===== config.mk =====
export PLATFORM = sky130hd
export DESIGN_NAME = fetch_unit_flat
export DESIGN_NICKNAME = d
export VERILOG_FILES = /design/src/rtl/fetch_unit_pkg.sv /design/src/rtl/fetch_unit_if.sv /design/src/rtl/fetch_unit_fifo.sv /design/src/rtl/fetch_unit.sv /design/src/flat_wrapper.sv
export SDC_FILE = /design/constraint.sdc
export NUM_CORES = 1
export LEC_CHECK = 0
export CAP_MARGIN = 30
export CORE_MARGIN = 1
export CORE_UTILIZATION = 51
export DETAILED_ROUTE_END_ITERATION = 8
export PLACE_DENSITY = 0.91
export RECOVER_POWER = 25
export SLEW_MARGIN = 25
export SYNTH_ARGS = -nofsm -noshare
export SYNTH_HDL_FRONTEND = slang
export SYNTH_SLANG_ARGS = --single-unit

===== constraint.sdc =====
create_clock -name clock -period 5.6 [get_ports clock]
set_input_delay 1.12 -clock clock [delete_from_list [all_inputs] [get_ports clock]]
set_output_delay 1.12 -clock clock [all_outputs]
set_load 0.005 [all_outputs]

===== src/rtl/fetch_unit_pkg.sv =====
// Types and constants shared by the fetch stage, its output FIFO and the
// fetch->decode skid-buffer port.
package fetch_unit_pkg;

    localparam int unsigned INSTRUCTION_BYTES = 4;

    typedef struct packed {
        logic [31:0] instruction;
        logic [31:0] pc;
    } fetch_packet;

    typedef enum logic {
        FETCH_RUN   = 1'b0,
        FETCH_FAULT = 1'b1
    } fetch_state;

endpackage


===== src/rtl/fetch_unit_if.sv =====
// Valid/ready skid-buffer handshake carrying a fetched instruction and its pc.
// The downstream modport is the producer end handing packets further down the pipe.
interface skid_buffer_port;
    import fetch_unit_pkg::*;

    logic        valid;
    logic        ready;
    fetch_packet data;

    modport downstream (output valid, output data, input ready);
    modport upstream   (input valid, input data, output ready);

endinterface


===== src/rtl/fetch_unit_fifo.sv =====
// Two-entry synchronous FIFO holding fetched packets until decode takes them.
// Flush wins over push/pop; a push while full is accepted only alongside a pop.
module fetch_fifo
    import fetch_unit_pkg::*;
(
    input  logic        clock,
    input  logic        reset,
    input  logic        push,
    input  fetch_packet push_data,
    input  logic        pop,
    input  logic        flush,
    output logic [1:0]  count,
    output fetch_packet head,
    output logic        empty,
    output logic        full
);

    fetch_packet entries [2];
    logic        rd_ptr;
    logic        wr_ptr;
    logic        do_push;
    logic        do_pop;

    always_comb begin
        empty   = (count == 2'd0);
        full    = (count == 2'd2);
        do_pop  = pop && !empty;
        do_push = push && (!full || do_pop);
        head    = entries[rd_ptr];
    end

    always_ff @(posedge clock or negedge reset) begin
        if (!reset) begin
            rd_ptr <= 1'b0;
            wr_ptr <= 1'b0;
            count  <= 2'd0;
        end else if (flush) begin
            rd_ptr <= 1'b0;
            wr_ptr <= 1'b0;
            count  <= 2'd0;
        end else begin
            if (do_push) wr_ptr <= ~wr_ptr;
            if (do_pop)  rd_ptr <= ~rd_ptr;
            case ({do_push, do_pop})
                2'b10:   count <= count + 2'd1;
                2'b01:   count <= count - 2'd1;
                default: count <= count;
            endcase
        end
    end

    // Payload storage needs no reset: count gates every read.
    always_ff @(posedge clock) begin
        if (do_push && !flush) entries[wr_ptr] <= push_data;
    end

endmodule


===== src/rtl/fetch_unit.sv =====
// Instruction fetch stage: owns the pc, keeps one word read in flight and
// buffers returned words for decode; redirects flush, errors latch a sticky fault.
//
//   state       | meaning
//   FETCH_RUN   | fetching normally
//   FETCH_FAULT | no new requests; buffered words drain, late responses dropped
module fetch_unit
    import fetch_unit_pkg::*;
#(
    parameter logic [31:0] RESET_PC   = 32'h0000_0000,
    parameter int          FIFO_DEPTH = 2
) (
    input  logic                       clock,
    input  logic                       reset,
    output logic                       mem_req_valid,
    input  logic                       mem_req_ready,
    output logic [31:0]                mem_req_addr,
    input  logic                       mem_resp_valid,
    input  logic [31:0]                mem_resp_data,
    input  logic                       mem_resp_error,
    input  logic                       redirect_valid,
    input  logic [31:0]                redirect_target,
    skid_buffer_port.downstream        to_decode,
    output logic                       fault,
    output logic [31:0]                fault_pc
);

    fetch_state  state;
    fetch_state  state_next;
    logic [31:0] pc;
    logic [31:0] req_pc;
    logic        outstanding;
    logic        discard;
    logic        live;

    logic        resp_fire;
    logic        req_fire;
    logic        pop;
    logic        push;
    logic        resp_faults;
    logic        misaligned;
    logic [2:0]  used_slots;
    fetch_packet push_packet;
    logic [1:0]  fifo_count;
    fetch_packet fifo_head;
    logic        fifo_empty;
    logic        fifo_full;

    always_comb begin
        resp_fire   = mem_resp_valid && outstanding;
        pop         = to_decode.valid && to_decode.ready;
        misaligned  = (redirect_target[1:0] != 2'b00);
        resp_faults = resp_fire && !discard && mem_resp_error && (state == FETCH_RUN);
        // Every in-flight read owns a FIFO slot; a same-cycle pop frees one.
        used_slots  = {1'b0, fifo_count} + {2'b00, outstanding} - {2'b00, pop};

        mem_req_valid = live
                     && (state == FETCH_RUN)
                     && !redirect_valid
                     && (!outstanding || mem_resp_valid)
                     && (used_slots <= 3'(FIFO_DEPTH - 1));
        mem_req_addr  = pc;
        req_fire      = mem_req_valid && mem_req_ready;

        push = resp_fire && !redirect_valid && !discard && !mem_resp_error
            && (state == FETCH_RUN) && (!fifo_full || pop);
        push_packet.instruction = mem_resp_data;
        push_packet.pc          = req_pc;
    end

    always_comb begin
        state_next = state;
        case (state)
            FETCH_RUN: begin
                if (redirect_valid) begin
                    if (misaligned) state_next = FETCH_FAULT;
                end else if (resp_faults) begin
                    state_next = FETCH_FAULT;
                end
            end
            FETCH_FAULT: state_next = FETCH_FAULT;
            default:     state_next = FETCH_FAULT;
        endcase
    end

    always_ff @(posedge clock or negedge reset) begin
        if (!reset) begin
            state       <= FETCH_RUN;
            pc          <= RESET_PC;
            req_pc      <= 32'h0;
            outstanding <= 1'b0;
            discard     <= 1'b0;
            fault_pc    <= 32'h0;
            live        <= 1'b0;
        end else begin
            live  <= 1'b1;
            state <= state_next;
            if (redirect_valid) begin
                // A response landing in the redirect cycle is consumed here;
                // one still pending must be dropped when it arrives.
                outstanding <= outstanding && !mem_resp_valid;
                discard     <= outstanding && !mem_resp_valid;
                if (state == FETCH_RUN) begin
                    pc <= redirect_target;
                    if (misaligned) fault_pc <= redirect_target;
                end
            end else begin
                if (req_fire) begin
                    req_pc      <= pc;
                    pc          <= pc + 32'(INSTRUCTION_BYTES);
                    outstanding <= 1'b1;
                end else if (resp_fire) begin
                    outstanding <= 1'b0;
                end
                if (resp_fire && discard) discard <= 1'b0;
                if (resp_faults) fault_pc <= req_pc;
            end
        end
    end

    fetch_fifo u_fifo (
        .clock     (clock),
        .reset     (reset),
        .push      (push),
        .push_data (push_packet),
        .pop       (pop),
        .flush     (redirect_valid),
        .count     (fifo_count),
        .head      (fifo_head),
        .empty     (fifo_empty),
        .full      (fifo_full)
    );

    assign to_decode.valid = !fifo_empty;
    assign to_decode.data  = fifo_head;
    assign fault           = (state == FETCH_FAULT);

endmodule

===== src/flat_wrapper.sv =====
// flat-port wrapper written by rule: the top's interface ports become plain ports
module fetch_unit_flat import fetch_unit_pkg::*;
#(
    parameter logic [31:0] RESET_PC   = 32'h0000_0000,
    parameter int          FIFO_DEPTH = 2
)
  (clock, reset, mem_req_valid, mem_req_ready, mem_req_addr, mem_resp_valid, mem_resp_data, mem_resp_error, redirect_valid, redirect_target, fault, fault_pc, to_decode_valid, to_decode_data, to_decode_ready);
  skid_buffer_port to_decode_i ();
  input  logic clock;
  input  logic reset;
  output logic mem_req_valid;
  input  logic mem_req_ready;
  output logic [31:0] mem_req_addr;
  input  logic mem_resp_valid;
  input  logic [31:0] mem_resp_data;
  input  logic mem_resp_error;
  input  logic redirect_valid;
  input  logic [31:0] redirect_target;
  output logic fault;
  output logic [31:0] fault_pc;
  output wire logic [$bits(to_decode_i.valid)-1:0] to_decode_valid;
  output wire logic [$bits(to_decode_i.data)-1:0] to_decode_data;
  input wire logic [$bits(to_decode_i.ready)-1:0] to_decode_ready;
  assign to_decode_valid = to_decode_i.valid;
  assign to_decode_data = to_decode_i.data;
  assign to_decode_i.ready = to_decode_ready;
  fetch_unit #(.RESET_PC(RESET_PC), .FIFO_DEPTH(FIFO_DEPTH)) u_core (.clock(clock), .reset(reset), .mem_req_valid(mem_req_valid), .mem_req_ready(mem_req_ready), .mem_req_addr(mem_req_addr), .mem_resp_valid(mem_resp_valid), .mem_resp_data(mem_resp_data), .mem_resp_error(mem_resp_error), .redirect_valid(redirect_valid), .redirect_target(redirect_target), .to_decode(to_decode_i), .fault(fault), .fault_pc(fault_pc));
endmodule

==> flow_summary.html <==
<table>
<tr><th>Metric</th><th>Value</th></tr>
<tr><th colspan="2">STA</th></tr>
<tr><td>Maximum clock skew at final layout</td><td>0.0115 ns</td></tr>
<tr><td>Setup TNS after final layout</td><td>0 ns</td></tr>
<tr><td>Clock period minus final worst setup slack</td><td>4.82 ns</td></tr>
<tr><td>RSZ-0062 raised after global routing</td><td>no</td></tr>
<tr><td>Max-slew violation total from the final report</td><td>60</td></tr>
<tr><td>F_max</td><td>207 MHz</td></tr>
<tr><td>Final setup violation count</td><td>0</td></tr>
<tr><td>Hold Worst Slack</td><td>0.466 ns</td></tr>
<tr><td>Number of endpoints with negative hold slack in the final report</td><td>0</td></tr>
<tr><td>Share of the clock period used by the worst path after layout</td><td>0.861</td></tr>
<tr><td>Setup slack of the critical path after layout</td><td>0.780 ns</td></tr>
<tr><td>Remaining max-slew budget at the tightest pin</td><td>-1.19</td></tr>
<tr><td>Worst Tran Pin Value</td><td>3.28 ns</td></tr>
<tr><th colspan="2">Placed design</th></tr>
<tr><td>Routability cong.</td><td>0.824</td></tr>
<tr><td>HPWL after detailed placement</td><td>15800 um</td></tr>
<tr><td>Buffers on Ports</td><td>201</td></tr>
<tr><td>Pre-CTS setup slack</td><td>0.801 ns</td></tr>
<tr><th colspan="2">Finish</th></tr>
<tr><td>Layout overhead on the synthesized area</td><td>31.6%</td></tr>
<tr><td>Layout cell share with drive strength beyond 1</td><td>0.163</td></tr>
<tr><td>Commonest cells after routing, fill and taps aside</td><td>clkdlybuf4s50_1, edfxtp_1, dfrtp_1</td></tr>
<tr><td>Final antenna diode count</td><td>0</td></tr>
<tr><td>Most common cell after layout, fill and taps aside</td><td>clkdlybuf4s50_1</td></tr>
<tr><td>Final net count</td><td>1025</td></tr>
<tr><th colspan="2">Power</th></tr>
<tr><td>Net switching power of the design</td><td>964 uW</td></tr>
<tr><td>Relative contribution of combinational cells to total power</td><td>0.110</td></tr>
<tr><td>Part of the total power dissipated in sequential elements</td><td>0.484</td></tr>
<tr><td>Internal power consumption</td><td>3.21 mW</td></tr>
<tr><td>Power density over the cells</td><td>322 nW/um^2</td></tr>
<tr><td>Leakage power of the design</td><td>4.97 nW</td></tr>
<tr><td>Fraction of power consumed by the clock network</td><td>0.406</td></tr>
<tr><td>Worst voltage drop across the vdd grid</td><td>0.257 mV</td></tr>
<tr><td>Switching share of power</td><td>0.231</td></tr>
<tr><th colspan="2">Setup path</th></tr>
<tr><td>Worst EP arrival</td><td>3.70 ns</td></tr>
<tr><td>Category of the worst setup path launch point</td><td>input port</td></tr>
<tr><td>Category of the most critical setup path</td><td>input port to output pin</td></tr>
<tr><td>Required arrival time at the worst endpoint</td><td>4.48 ns</td></tr>
<tr><td>Top fanout value on the critical path</td><td>4</td></tr>
<tr><td>Kind of end point of the critical path</td><td>output pin</td></tr>
<tr><th colspan="2">Global routing</th></tr>
<tr><td>Wire length of the first global-routing pass</td><td>38300 um</td></tr>
<tr><td>Total global routing track utilization</td><td>0.249</td></tr>
<tr><td>GRT overflow</td><td>0</td></tr>
<tr><td>Maximum number of pins on one net before global-route repair</td><td>66</td></tr>
<tr><td>Via count of the first global-routing pass</td><td>7084</td></tr>
<tr><td>Antenna violations before repair</td><td>0</td></tr>
<tr><th colspan="2">Synthesis</th></tr>
<tr><td>Cell taking the most area after synthesis</td><td>edfxtp_1</td></tr>
<tr><td>Top post-synthesis cells by area</td><td>edfxtp_1, dfrtp_1, mux2_2</td></tr>
<tr><td>Total nets after synthesis</td><td>829</td></tr>
<tr><td>Per-instance average area after synthesis</td><td>13.1 um^2</td></tr>
<tr><td>Total of warnings raised by yosys</td><td>0</td></tr>
<tr><td>Seq/Total Area, Yosys</td><td>0.655</td></tr>
<tr><td>Most instantiated flip-flop cell in the synthesis netlist</td><td>edfxtp_1</td></tr>
<tr><td>Cell area after synthesis</td><td>9850 um^2</td></tr>
<tr><td>Syn Inst Count</td><td>754</td></tr>
<tr><td>Count of flip-flops with a built-in enable after synthesis</td><td>128</td></tr>
<tr><td>Synth async-reset ratio</td><td>0.448</td></tr>
<tr><td>Number of library cell types mapped by synthesis</td><td>61</td></tr>
<tr><td>Area share of the largest cell type after synthesis</td><td>0.390</td></tr>
<tr><td>Total of flip-flops plus latches after synthesis</td><td>232</td></tr>
<tr><th colspan="2">Routing</th></tr>
<tr><td>DRT iter0 DRCs</td><td>385</td></tr>
<tr><td>Number of search-and-repair iterations in the first detailed-routing pass</td><td>4</td></tr>
<tr><td>Post-detailed-routing wire length</td><td>24800 um</td></tr>
<tr><td>Met3 routed WL</td><td>2120 um</td></tr>
<tr><td>Per-cell via count in the routed design</td><td>5.73</td></tr>
<tr><td>Post-detailed-route DRC marker count</td><td>0</td></tr>
<tr><td>Total number of vias</td><td>7037</td></tr>
<tr><td>Post-DR wirelength/cell</td><td>20.2 um</td></tr>
<tr><td>Met1 wire length</td><td>9710 um</td></tr>
<tr><td>Met2 WL</td><td>12200 um</td></tr>
<tr><td>Top routing layer in use</td><td>met4</td></tr>
<tr><td>Count of nets left with antenna violations after detail routing</td><td>0</td></tr>
<tr><th colspan="2">Die</th></tr>
<tr><td>Std-Cell Rows</td><td>50</td></tr>
<tr><td>Effective utilization at floorplan</td><td>0.523</td></tr>
<tr><td>Die area</td><td>19900 um^2</td></tr>
<tr><td>Die outline height</td><td>141 um</td></tr>
<tr><td>Number of placed I/O pins</td><td>202</td></tr>
<tr><td>Horizontal die dimension</td><td>141 um</td></tr>
<tr><td>Core ar.</td><td>18800 um^2</td></tr>
<tr><th colspan="2">Hold path</th></tr>
<tr><td>Hold crit path type</td><td>register to register</td></tr>
<tr><th colspan="2">Clock network</th></tr>
<tr><td>CTS Buffer Depth</td><td>3</td></tr>
<tr><td>Total of cells resized after clock tree synthesis</td><td>0</td></tr>
<tr><td>Clock tree from TritonCTS</td><td>yes</td></tr>
<tr><td>Number of buffers inserted for hold repair after clock tree synthesis</td><td>0</td></tr>
<tr><td>Number of sinks handled by clock tree synthesis</td><td>232</td></tr>
<tr><td>Clock input transition at the sequential cells of the worst setup and hold paths</td><td>0.06 ns</td></tr>
<tr><td>Inserted Clock Buffers</td><td>25</td></tr>
<tr><td>CTS root buf</td><td>clkbuf_16</td></tr>
<tr><td>Number of setup buffers added after CTS</td><td>0</td></tr>
<tr><td>Clock insertion delay at the later pin of the skew report</td><td>0.51 ns</td></tr>
<tr><td>H-Tree Level Count</td><td>1</td></tr>
<tr><th colspan="2">Run status</th></tr>
<tr><td>Failing checks</td><td>capacitance limit, slew limit</td></tr>
<tr><td>Result of the run</td><td>finished with violations</td></tr>
<tr><th colspan="2">Job</th></tr>
<tr><td># Max-Cap Violations</td><td>1</td></tr>
</table>
flip-flops by register name, indices dropped and copies added (netlist names), 2 cells and up:
signal and cells:
u_core.u_fifo.entries 128, u_core.fault_pc 32, u_core.u_fifo.count 2, u_core.mem_req_addr 32, u_core.req_pc 32
Yosys cell counts, types with 4 or more instances:
| cell type | number |
|---|---|
| nor2b_1 | 4 |
| and2_1 | 4 |
| o21ai_0 | 39 |
| buf_1 | 5 |
| dfrtp_1 | 104 |
| inv_1 | 20 |
| a31o_2 | 6 |
| mux2i_1 | 26 |
| buf_2 | 9 |
| and3_1 | 8 |
| nand4_1 | 9 |
| a31oi_1 | 28 |
| o21a_1 | 5 |
| mux2_2 | 75 |
| nand3_1 | 10 |
| nor2_1 | 24 |
| edfxtp_1 | 128 |
| a21oi_1 | 50 |
| nor3_1 | 8 |
| clkbuf_1 | 25 |
| nand2_1 | 96 |
| a21o_1 | 4 |
| a22o_1 | 4 |
per-layer routing:
metal  up-vias  track usage
li1       3180            -
met4         0       0.0852
met3        58       0.0554
met1      3459        0.319
met5         -            0
met2       340        0.419
power by group through the flow:
stage               sequential, mW  clock [mW]  combinational, mW
finish                        2.02        1.70              0.458
global route                  2.03        1.79              0.493
CTS                           2.02        1.72              0.465
detailed placement            2.05           0              0.459
global placement              2.04           0              0.443
floorplan                     2.03           0              0.167
stage by stage:
step                area [um^2]  power, mW  utilization  cells
floorplan                  9850       2.19            -    754
global placement          12100       2.49        0.642   1180
detailed placement        12100       2.51        0.642   1181
CTS                       13000       4.20        0.688   1226
global route              13000       4.32        0.688   1228
finish                    13000       4.18        0.688   1228
worst max-delay path, stage by stage:
cell,delay (ns)
clkdlybuf4s50_1,0.52
nand2_1,0.11
inv_1,0.07
ha_1,0.22
inv_1,0.06
ha_1,0.13
inv_1,0.05
fa_1,0.48
and4bb_2,0.26
nand2_1,0.06
nor2_1,0.09
clkdlybuf4s50_1,0.52
final timing paths:
| check | start | endpoint | slack, ns | depth (start not counted) |
|---|---|---|---|---|
| min in group asynchronous | reset | u_core.fault_pc[18] | 1.70 | 1 |
| worst min register to register | u_core.req_pc[2] | u_core.u_fifo.entries[0][2] | 0.47 | 0 |
| worst max-delay path | to_decode_ready | mem_req_valid | 0.78 | 12 |
| worst max register to register | u_core.u_fifo.count[1] | u_core.mem_req_addr[31] | 1.98 | 13 |
| max in group asynchronous | reset | u_core.u_fifo.rd_ptr | 1.86 | 2 |
| worst min-delay path | u_core.req_pc[2] | u_core.u_fifo.entries[0][2] | 0.47 | 0 |
kinds of logic after synthesis:
kind of cell             Yosys count  share of synthesized area
buffers and inverters             64                     0.0286
AO/OA/AOI/OAI                    165                      0.105
multiplexers                     101                      0.112
XOR/XNOR                           3                    0.00267
AND/OR/NAND/NOR                  184                     0.0910
other                              1                   0.000381
flip-flops                       232                      0.655
adder cells (fa/ha/maj)            4                    0.00585
area by class of cell:
type	instances	area [um^2]
repair buffers	213	2100
well taps	260	325
clock buffers	35	724
multi-input cells	458	3150
fillers	1302	5870
flip-flops and latches	232	6450
inverters	20	75.1
clock inverters	10	133
Note: power is estimated with default switching activity, not from simulation.
